`config.mk`:
```
export PLATFORM = sky130hd
export DESIGN_NAME = seg7_scan_driver
export DESIGN_NICKNAME = d
export VERILOG_FILES = /design/src/rtl/seg7_scan_driver.sv
export SDC_FILE = /design/constraint.sdc
export NUM_CORES = 1
export LEC_CHECK = 0
export CAP_MARGIN = 20
export CORE_MARGIN = 3
export CORE_UTILIZATION = 25
export CTS_CLUSTER_SIZE = 24
export DETAILED_ROUTE_END_ITERATION = 8
export SETUP_SLACK_MARGIN = 0.15
export SLEW_MARGIN = 40
export SYNTH_ARGS = -nofsm -noshare
export SYNTH_HDL_FRONTEND = slang
export SYNTH_SLANG_ARGS = --single-unit
```
`constraint.sdc`:
```
create_clock -name clk -period 2.92 [get_ports clk]
set_clock_uncertainty 0.1 [all_clocks]
set_input_delay 0.584 -clock clk [delete_from_list [all_inputs] [get_ports clk]]
set_output_delay 0.584 -clock clk [all_outputs]
set_load 0.02 [all_outputs]
```
`src/rtl/seg7_scan_driver.sv`:
```
// Multiplexed seven-segment scan driver with frame-synchronous double-buffered load.
// Optional blink support is compiled in with `define SEG7_BLINK_EN.
module seg7_scan_driver #(
  parameter int unsigned DIGITS       = 4,
  parameter int unsigned SCAN_DIV     = 50000,
  parameter int unsigned BLINK_FRAMES = 64
) (
  input  logic                  clk,
  input  logic                  rst,
  input  logic                  load,
  input  logic [4*DIGITS-1:0]   data,
  input  logic [DIGITS-1:0]     blank_mask,
  input  logic                  lz_en,
`ifdef SEG7_BLINK_EN
  input  logic [DIGITS-1:0]     blink_mask,
`endif
  output logic [6:0]            seg,
  output logic [DIGITS-1:0]     an,
  output logic                  frame_tick
);

  localparam int unsigned PW = (SCAN_DIV > 1) ? $clog2(SCAN_DIV) : 1;
  localparam int unsigned IW = (DIGITS > 1) ? $clog2(DIGITS) : 1;
  localparam int unsigned DW = 4 * DIGITS;

  if (DIGITS < 1 || DIGITS > 8) begin : g_bad_digits
    $error("seg7_scan_driver: DIGITS must be 1..8");
  end
  if (SCAN_DIV < 2) begin : g_bad_div
    $error("seg7_scan_driver: SCAN_DIV must be >= 2");
  end
  if (BLINK_FRAMES < 1) begin : g_bad_blink
    $error("seg7_scan_driver: BLINK_FRAMES must be >= 1");
  end

  function automatic logic [6:0] hex_decode(input logic [3:0] v);
    case (v)
      4'h0: hex_decode = 7'b1000000;
      4'h1: hex_decode = 7'b1111001;
      4'h2: hex_decode = 7'b0100100;
      4'h3: hex_decode = 7'b0110000;
      4'h4: hex_decode = 7'b0011001;
      4'h5: hex_decode = 7'b0010010;
      4'h6: hex_decode = 7'b0000010;
      4'h7: hex_decode = 7'b1111000;
      4'h8: hex_decode = 7'b0000000;
      4'h9: hex_decode = 7'b0010000;
      4'hA: hex_decode = 7'b0001000;
      4'hB: hex_decode = 7'b0000011;
      4'hC: hex_decode = 7'b1000110;
      4'hD: hex_decode = 7'b0100001;
      4'hE: hex_decode = 7'b0000110;
      default: hex_decode = 7'b0001110;
    endcase
  endfunction

  logic [PW-1:0]     presc_q, presc_d;
  logic [IW-1:0]     idx_q, idx_d;
  logic [DW-1:0]     data_pend_q, data_pend_d, data_act_q, data_act_d;
  logic [DIGITS-1:0] blank_pend_q, blank_pend_d, blank_act_q, blank_act_d;
  logic              lz_pend_q, lz_pend_d, lz_act_q, lz_act_d;
  logic              pend_q, pend_d;
  logic [6:0]        seg_q, seg_d;
  logic [DIGITS-1:0] an_q, an_d;
  logic              tick_q, tick_d;
  logic              boundary_c;
  logic              blink_blank_c;
  logic [DIGITS-1:0] blink_vec_c;

`ifdef SEG7_BLINK_EN
  localparam int unsigned BW = (BLINK_FRAMES > 1) ? $clog2(BLINK_FRAMES) : 1;
  logic [DIGITS-1:0] blink_pend_q, blink_pend_d, blink_act_q, blink_act_d;
  logic [BW-1:0]     fcnt_q, fcnt_d;
  logic              phase_q, phase_d;

  // Blink mask double buffer and frame-counted blink phase
  always_comb begin
    blink_pend_d = blink_pend_q;
    blink_act_d  = blink_act_q;
    fcnt_d       = fcnt_q;
    phase_d      = phase_q;
    if (load) blink_pend_d = blink_mask;
    if (boundary_c) begin
      if (load)        blink_act_d = blink_mask;
      else if (pend_q) blink_act_d = blink_pend_q;
      if (fcnt_q == BW'(BLINK_FRAMES - 1)) begin
        fcnt_d  = '0;
        phase_d = ~phase_q;
      end else begin
        fcnt_d = fcnt_q + BW'(1);
      end
    end
  end

  always_ff @(posedge clk or posedge rst) begin
    if (rst) begin
      blink_pend_q <= '0;
      blink_act_q  <= '0;
      fcnt_q       <= '0;
      phase_q      <= 1'b0;
    end else begin
      blink_pend_q <= blink_pend_d;
      blink_act_q  <= blink_act_d;
      fcnt_q       <= fcnt_d;
      phase_q      <= phase_d;
    end
  end

  assign blink_vec_c = phase_q ? blink_act_q : '0;
`else
  assign blink_vec_c = '0;
`endif

  assign boundary_c = (idx_q == IW'(DIGITS - 1)) && (presc_q == PW'(SCAN_DIV - 1));

  logic [DIGITS-1:0] lz_vec;
  logic              zero_above;
  logic [3:0]        nib;
  logic              blk;
  logic [DIGITS-1:0] an_sel;

  always_comb begin
    presc_d      = presc_q;
    idx_d        = idx_q;
    data_pend_d  = data_pend_q;
    blank_pend_d = blank_pend_q;
    lz_pend_d    = lz_pend_q;
    pend_d       = pend_q;
    data_act_d   = data_act_q;
    blank_act_d  = blank_act_q;
    lz_act_d     = lz_act_q;
    lz_vec       = '0;
    zero_above   = 1'b1;
    nib          = 4'h0;
    blk          = 1'b0;
    blink_blank_c = 1'b0;
    an_sel       = '1;

    if (presc_q == PW'(SCAN_DIV - 1)) begin
      presc_d = '0;
      idx_d   = (idx_q == IW'(DIGITS - 1)) ? '0 : idx_q + IW'(1);
    end else begin
      presc_d = presc_q + PW'(1);
    end

    if (load) begin
      data_pend_d  = data;
      blank_pend_d = blank_mask;
      lz_pend_d    = lz_en;
      pend_d       = 1'b1;
    end

    // A load landing on the boundary bypasses the pending copy
    if (boundary_c) begin
      if (load) begin
        data_act_d  = data;
        blank_act_d = blank_mask;
        lz_act_d    = lz_en;
      end else if (pend_q) begin
        data_act_d  = data_pend_q;
        blank_act_d = blank_pend_q;
        lz_act_d    = lz_pend_q;
      end
      pend_d = 1'b0;
    end

    for (int i = int'(DIGITS) - 1; i >= 0; i--) begin
      zero_above = zero_above & (data_act_q[4*i +: 4] == 4'h0);
      lz_vec[i]  = lz_act_q & zero_above & (i != 0);
    end

    for (int i = 0; i < int'(DIGITS); i++) begin
      if (idx_q == IW'(i)) begin
        nib           = data_act_q[4*i +: 4];
        blink_blank_c = blink_vec_c[i];
        blk           = blank_act_q[i] | lz_vec[i] | blink_blank_c;
        an_sel[i]     = 1'b0;
      end
    end

    // Prescaler 0 is the dead cycle between digits
    seg_d  = (presc_q == '0 || blk) ? 7'b1111111 : hex_decode(nib);
    an_d   = (presc_q == '0) ? '1 : an_sel;
    tick_d = boundary_c;
  end

  always_ff @(posedge clk or posedge rst) begin
    if (rst) begin
      presc_q      <= '0;
      idx_q        <= '0;
      data_pend_q  <= '0;
      blank_pend_q <= '0;
      lz_pend_q    <= 1'b0;
      pend_q       <= 1'b0;
      data_act_q   <= '0;
      blank_act_q  <= '0;
      lz_act_q     <= 1'b0;
      seg_q        <= 7'b1111111;
      an_q         <= '1;
      tick_q       <= 1'b0;
    end else begin
      presc_q      <= presc_d;
      idx_q        <= idx_d;
      data_pend_q  <= data_pend_d;
      blank_pend_q <= blank_pend_d;
      lz_pend_q    <= lz_pend_d;
      pend_q       <= pend_d;
      data_act_q   <= data_act_d;
      blank_act_q  <= blank_act_d;
      lz_act_q     <= lz_act_d;
      seg_q        <= seg_d;
      an_q         <= an_d;
      tick_q       <= tick_d;
    end
  end

  assign seg        = seg_q;
  assign an         = an_q;
  assign frame_tick = tick_q;

endmodule

```
==> flow_metrics.tcl <==
set metrics [dict create \
    cts_buffers 9 \
    yosys_warnings 0 \
    area_growth_pct 23.8 \
    overflow 0 \
    wl_per_cell_um 13.4 \
    drv_cap 0 \
    slew-limit-headroom 0.591 \
    crit_fanout 12 \
    critPathSlowestCell "a221o_1" \
    power_frac_comb 0.049 \
    wl_mm 6.80 \
    min_period_ns 2.57 \
    hp-class "reg -> reg" \
    endpoint_kind "register" \
    clk_pin_slew_ns 0.05 \
    drcViolationCount 0 \
    num_rows 42 \
    holdWs_ns 0.386 \
    rsz0062_at_grt "no" \
    swShare 0.208 \
    track_usage 0.0960 \
    power_leakage_uw 0.00195 \
    ios 36 \
    worstPathRequired_ns 3.07 \
    cts_buffer_depth 2 \
    setup_tns_ns 0 \
    ir_worst_vdd_mv 0.258 \
    syn_avg_cell_area_um2 12.2 \
    clk_latency_ns 0.34 \
    cts_tree "done" \
    tightest_slew_ns 0.613 \
    cp.arrival_ns 2.72 \
    period_share 0.879 \
    final-instance-count-excl-fill 507 \
    synth-edff-count 0 \
    synth-async-reset-ratio 1.00 \
    dpl.cell_count 491 \
    hold_depth 2 \
    first_iter_violations 154 \
    status "finished clean" \
    synth_seq_cells 73 \
    syn_area_um2 3490 \
    cp-start-kind "register" \
    die_x_um 124 \
    first_pass_iters 4 \
    port_buffers 35 \
    path_class "reg -> reg" \
    dp_worst_setup_slack_ns 0.306 \
    antenna-diode-count 0 \
    postRouteAntennaNets 0 \
    start_util 0.259 \
    yosysSeqAreaShare 0.528 \
    grt_pass1_vias 2274 \
    htree_levels 3 \
    clock_tree.root_cell "clkbuf_16" \
    r2r_cells 10 \
    die_height_um 124 \
    clkPwrFrac 0.462 \
    cts_num_sinks 73 \
    worst_slack_ns 0.353 \
    place_congestion 0.788 \
    p_int_uw 1690 \
    antenna_found_initial 0 \
    layout-drive-gt1-share 0.248 \
    synth-main-ff-cell "dfrtp_1" \
    dp_hpwl_mm 4.97 \
    postCtsHoldBufs 0 \
    switchingPower_uw 445 \
    grt_max_degree 29 \
    num_vias 2219 \
    syn_inst 285 \
    finalPower_uw 2140 \
    path_cells "inv_1 -> ha_1 -> a211oi_1 -> a221o_1 -> inv_1 -> ha_1 -> inv_1 -> or2_0 -> a21boi_0 -> o211ai_1" \
    finalHoldViolCount 0 \
    nets 362 \
    worst_path_most_repeated_cell "inv_1" \
    p_seq_frac 0.490 \
    syn-num-nets 321 \
    post-cts-setup-buffers 0 \
    yosys.cell_types.count 43 \
    core_region_area_um2 13500 \
    fp.dieArea_um2 15400 \
    fmax_ghz 0.390 \
    p_per_area_nw_per_um2 496 \
    post_drt_via_cell_ratio 4.38 \
    cpPeakStageDelay_ns 0.44 \
    maxSlewViolCount 0 \
    grt_first_pass_wirelength_mm 11.3 \
    setup_viol 0 \
]
[cell usage in the layout, fill, tap and decap left out, types with 2 or more instances in the layout]
cell and instances:
nand3_1 14, clkinv_2 2, clkdlybuf4s50_1 35, a311o_1 2, dfstp_2 11, nor3_1 4
ha_1 11, o21ai_0 5, clkbuf_16 9, a21oi_1 2, a221o_1 2, xnor2_1 7
nor4_4 2, dfrtp_1 62, nor2_1 21, xor2_1 8, clkbuf_1 3, mux2_2 23
nor3b_1 4, buf_4 7, inv_1 11, nor4_1 5, nor2b_1 5, mux2i_1 2
and3_1 2, a211oi_1 2, nand4_1 4, mux2_4 20, nand2_1 23, o211ai_1 2
nand3b_1 4
[routing by layer]
metal | wire [um] | vias to the layer above | track usage
met5 | 0 | - | 0
met2 | 3200 | 44 | 0.150
met3 | 358 | 12 | 0.0359
li1 | - | 1076 | -
met4 | 96 | 0 | 0.0329
met1 | 3150 | 1087 | 0.123
[critical path, delay by kind of cell, from the launching register on]
kind	cells	cell delay [ns]
AO/OA/AOI/OAI	4	0.90
adder cells (fa/ha/maj)	2	0.56
buffers and inverters	3	0.31
flip-flops	1	0.40
AND/OR/NAND/NOR	1	0.21
[through the flow]
step                      area (um^2)  utilization
after CTS                        4310        0.321
after floorplan                  3490            -
final                            4320        0.321
after global routing             4320        0.321
after global placement           4050        0.301
after detailed placement         4050        0.301
[final timing paths]
check / slack (ns) / end / start
worst max-delay path: 0.35 / seg[6]$_DFF_PP1_ / idx_q[1]$_DFFE_PP0N_
worst min-delay path: 0.39 / pend_q$_DFFE_PP0P_ / pend_q$_DFFE_PP0P_
worst max register to register: 0.35 / seg[6]$_DFF_PP1_ / idx_q[1]$_DFFE_PP0N_
worst min register to register: 0.39 / pend_q$_DFFE_PP0P_ / pend_q$_DFFE_PP0P_
max in group asynchronous: 1.57 / data_act_q[11]$_DFFE_PP0P_ / rst
min in group asynchronous: 0.46 / blank_pend_q[0]$_DFFE_PP0P_ / rst
[final cells by class]
type / count / area, um^2
timing repair buffer: 42 / 403
fill: 1367 / 9140
clock buffer: 13 / 250
multi-input combinational: 188 / 1540
sequential: 73 / 1840
clock inverter: 3 / 17.5
inverter: 12 / 45.0
tap: 176 / 220
[power by group through the flow]
| stage | Sequential [uW] | Clock (uW) | Combinational [uW] |
|---|---|---|---|
| after detailed placement | 1070 | 0 | 109 |
| after floorplan | 1060 | 0 | 56.2 |
| after global routing | 1050 | 1060 | 117 |
| final | 1050 | 988 | 104 |
| after global placement | 1060 | 0 | 106 |
| after CTS | 1050 | 1010 | 109 |
[flip-flops by register name, indices dropped and copies added (netlist names)]
signal        cells
data_act_q       16
pend_q            1
presc_q          16
frame_tick        1
seg               7
blank_act_q       4
an                4
data_pend_q      16
idx_q             2
lz_act_q          1
lz_pend_q         1
blank_pend_q      4
[Yosys cell counts (all sizes together), types with 4 or more instances]
master | number | area (um^2)
xnor2 | 7 | 61.3
buf | 7 | 45.0
clkbuf | 5 | 18.8
nor3 | 5 | 30.0
dfrtp | 62 | 1550
nand4 | 4 | 25.0
nand3b | 5 | 41.3
nor2b | 5 | 31.3
o21ai | 5 | 25.0
ha | 12 | 150
xor2 | 8 | 70.1
nor2 | 21 | 78.8
dfstp | 11 | 289
nand3 | 14 | 70.1
inv | 12 | 45.0
mux2 | 43 | 559
nand2 | 24 | 92.6
nor4 | 7 | 73.8
nor3b | 4 | 30.0
[what timing repair did]
| action | CTS | global route |
|---|---|---|
| gates resized for setup | 0 | 1 |
| endpoints found under the setup margin | 0 | 2 |
| endpoints found under the hold margin | 0 | 0 |
[cells by family after synthesis]
family	synth area share
AOI/OAI and AO/OA	0.0463
buffers and inverters	0.0312
and+or+nand+nor	0.148
xor gates and xnor gates	0.0377
adders and majority gates	0.0431
muxes	0.166
DFF	0.528
No activity file was read; power rests on OpenSTA's default activity.
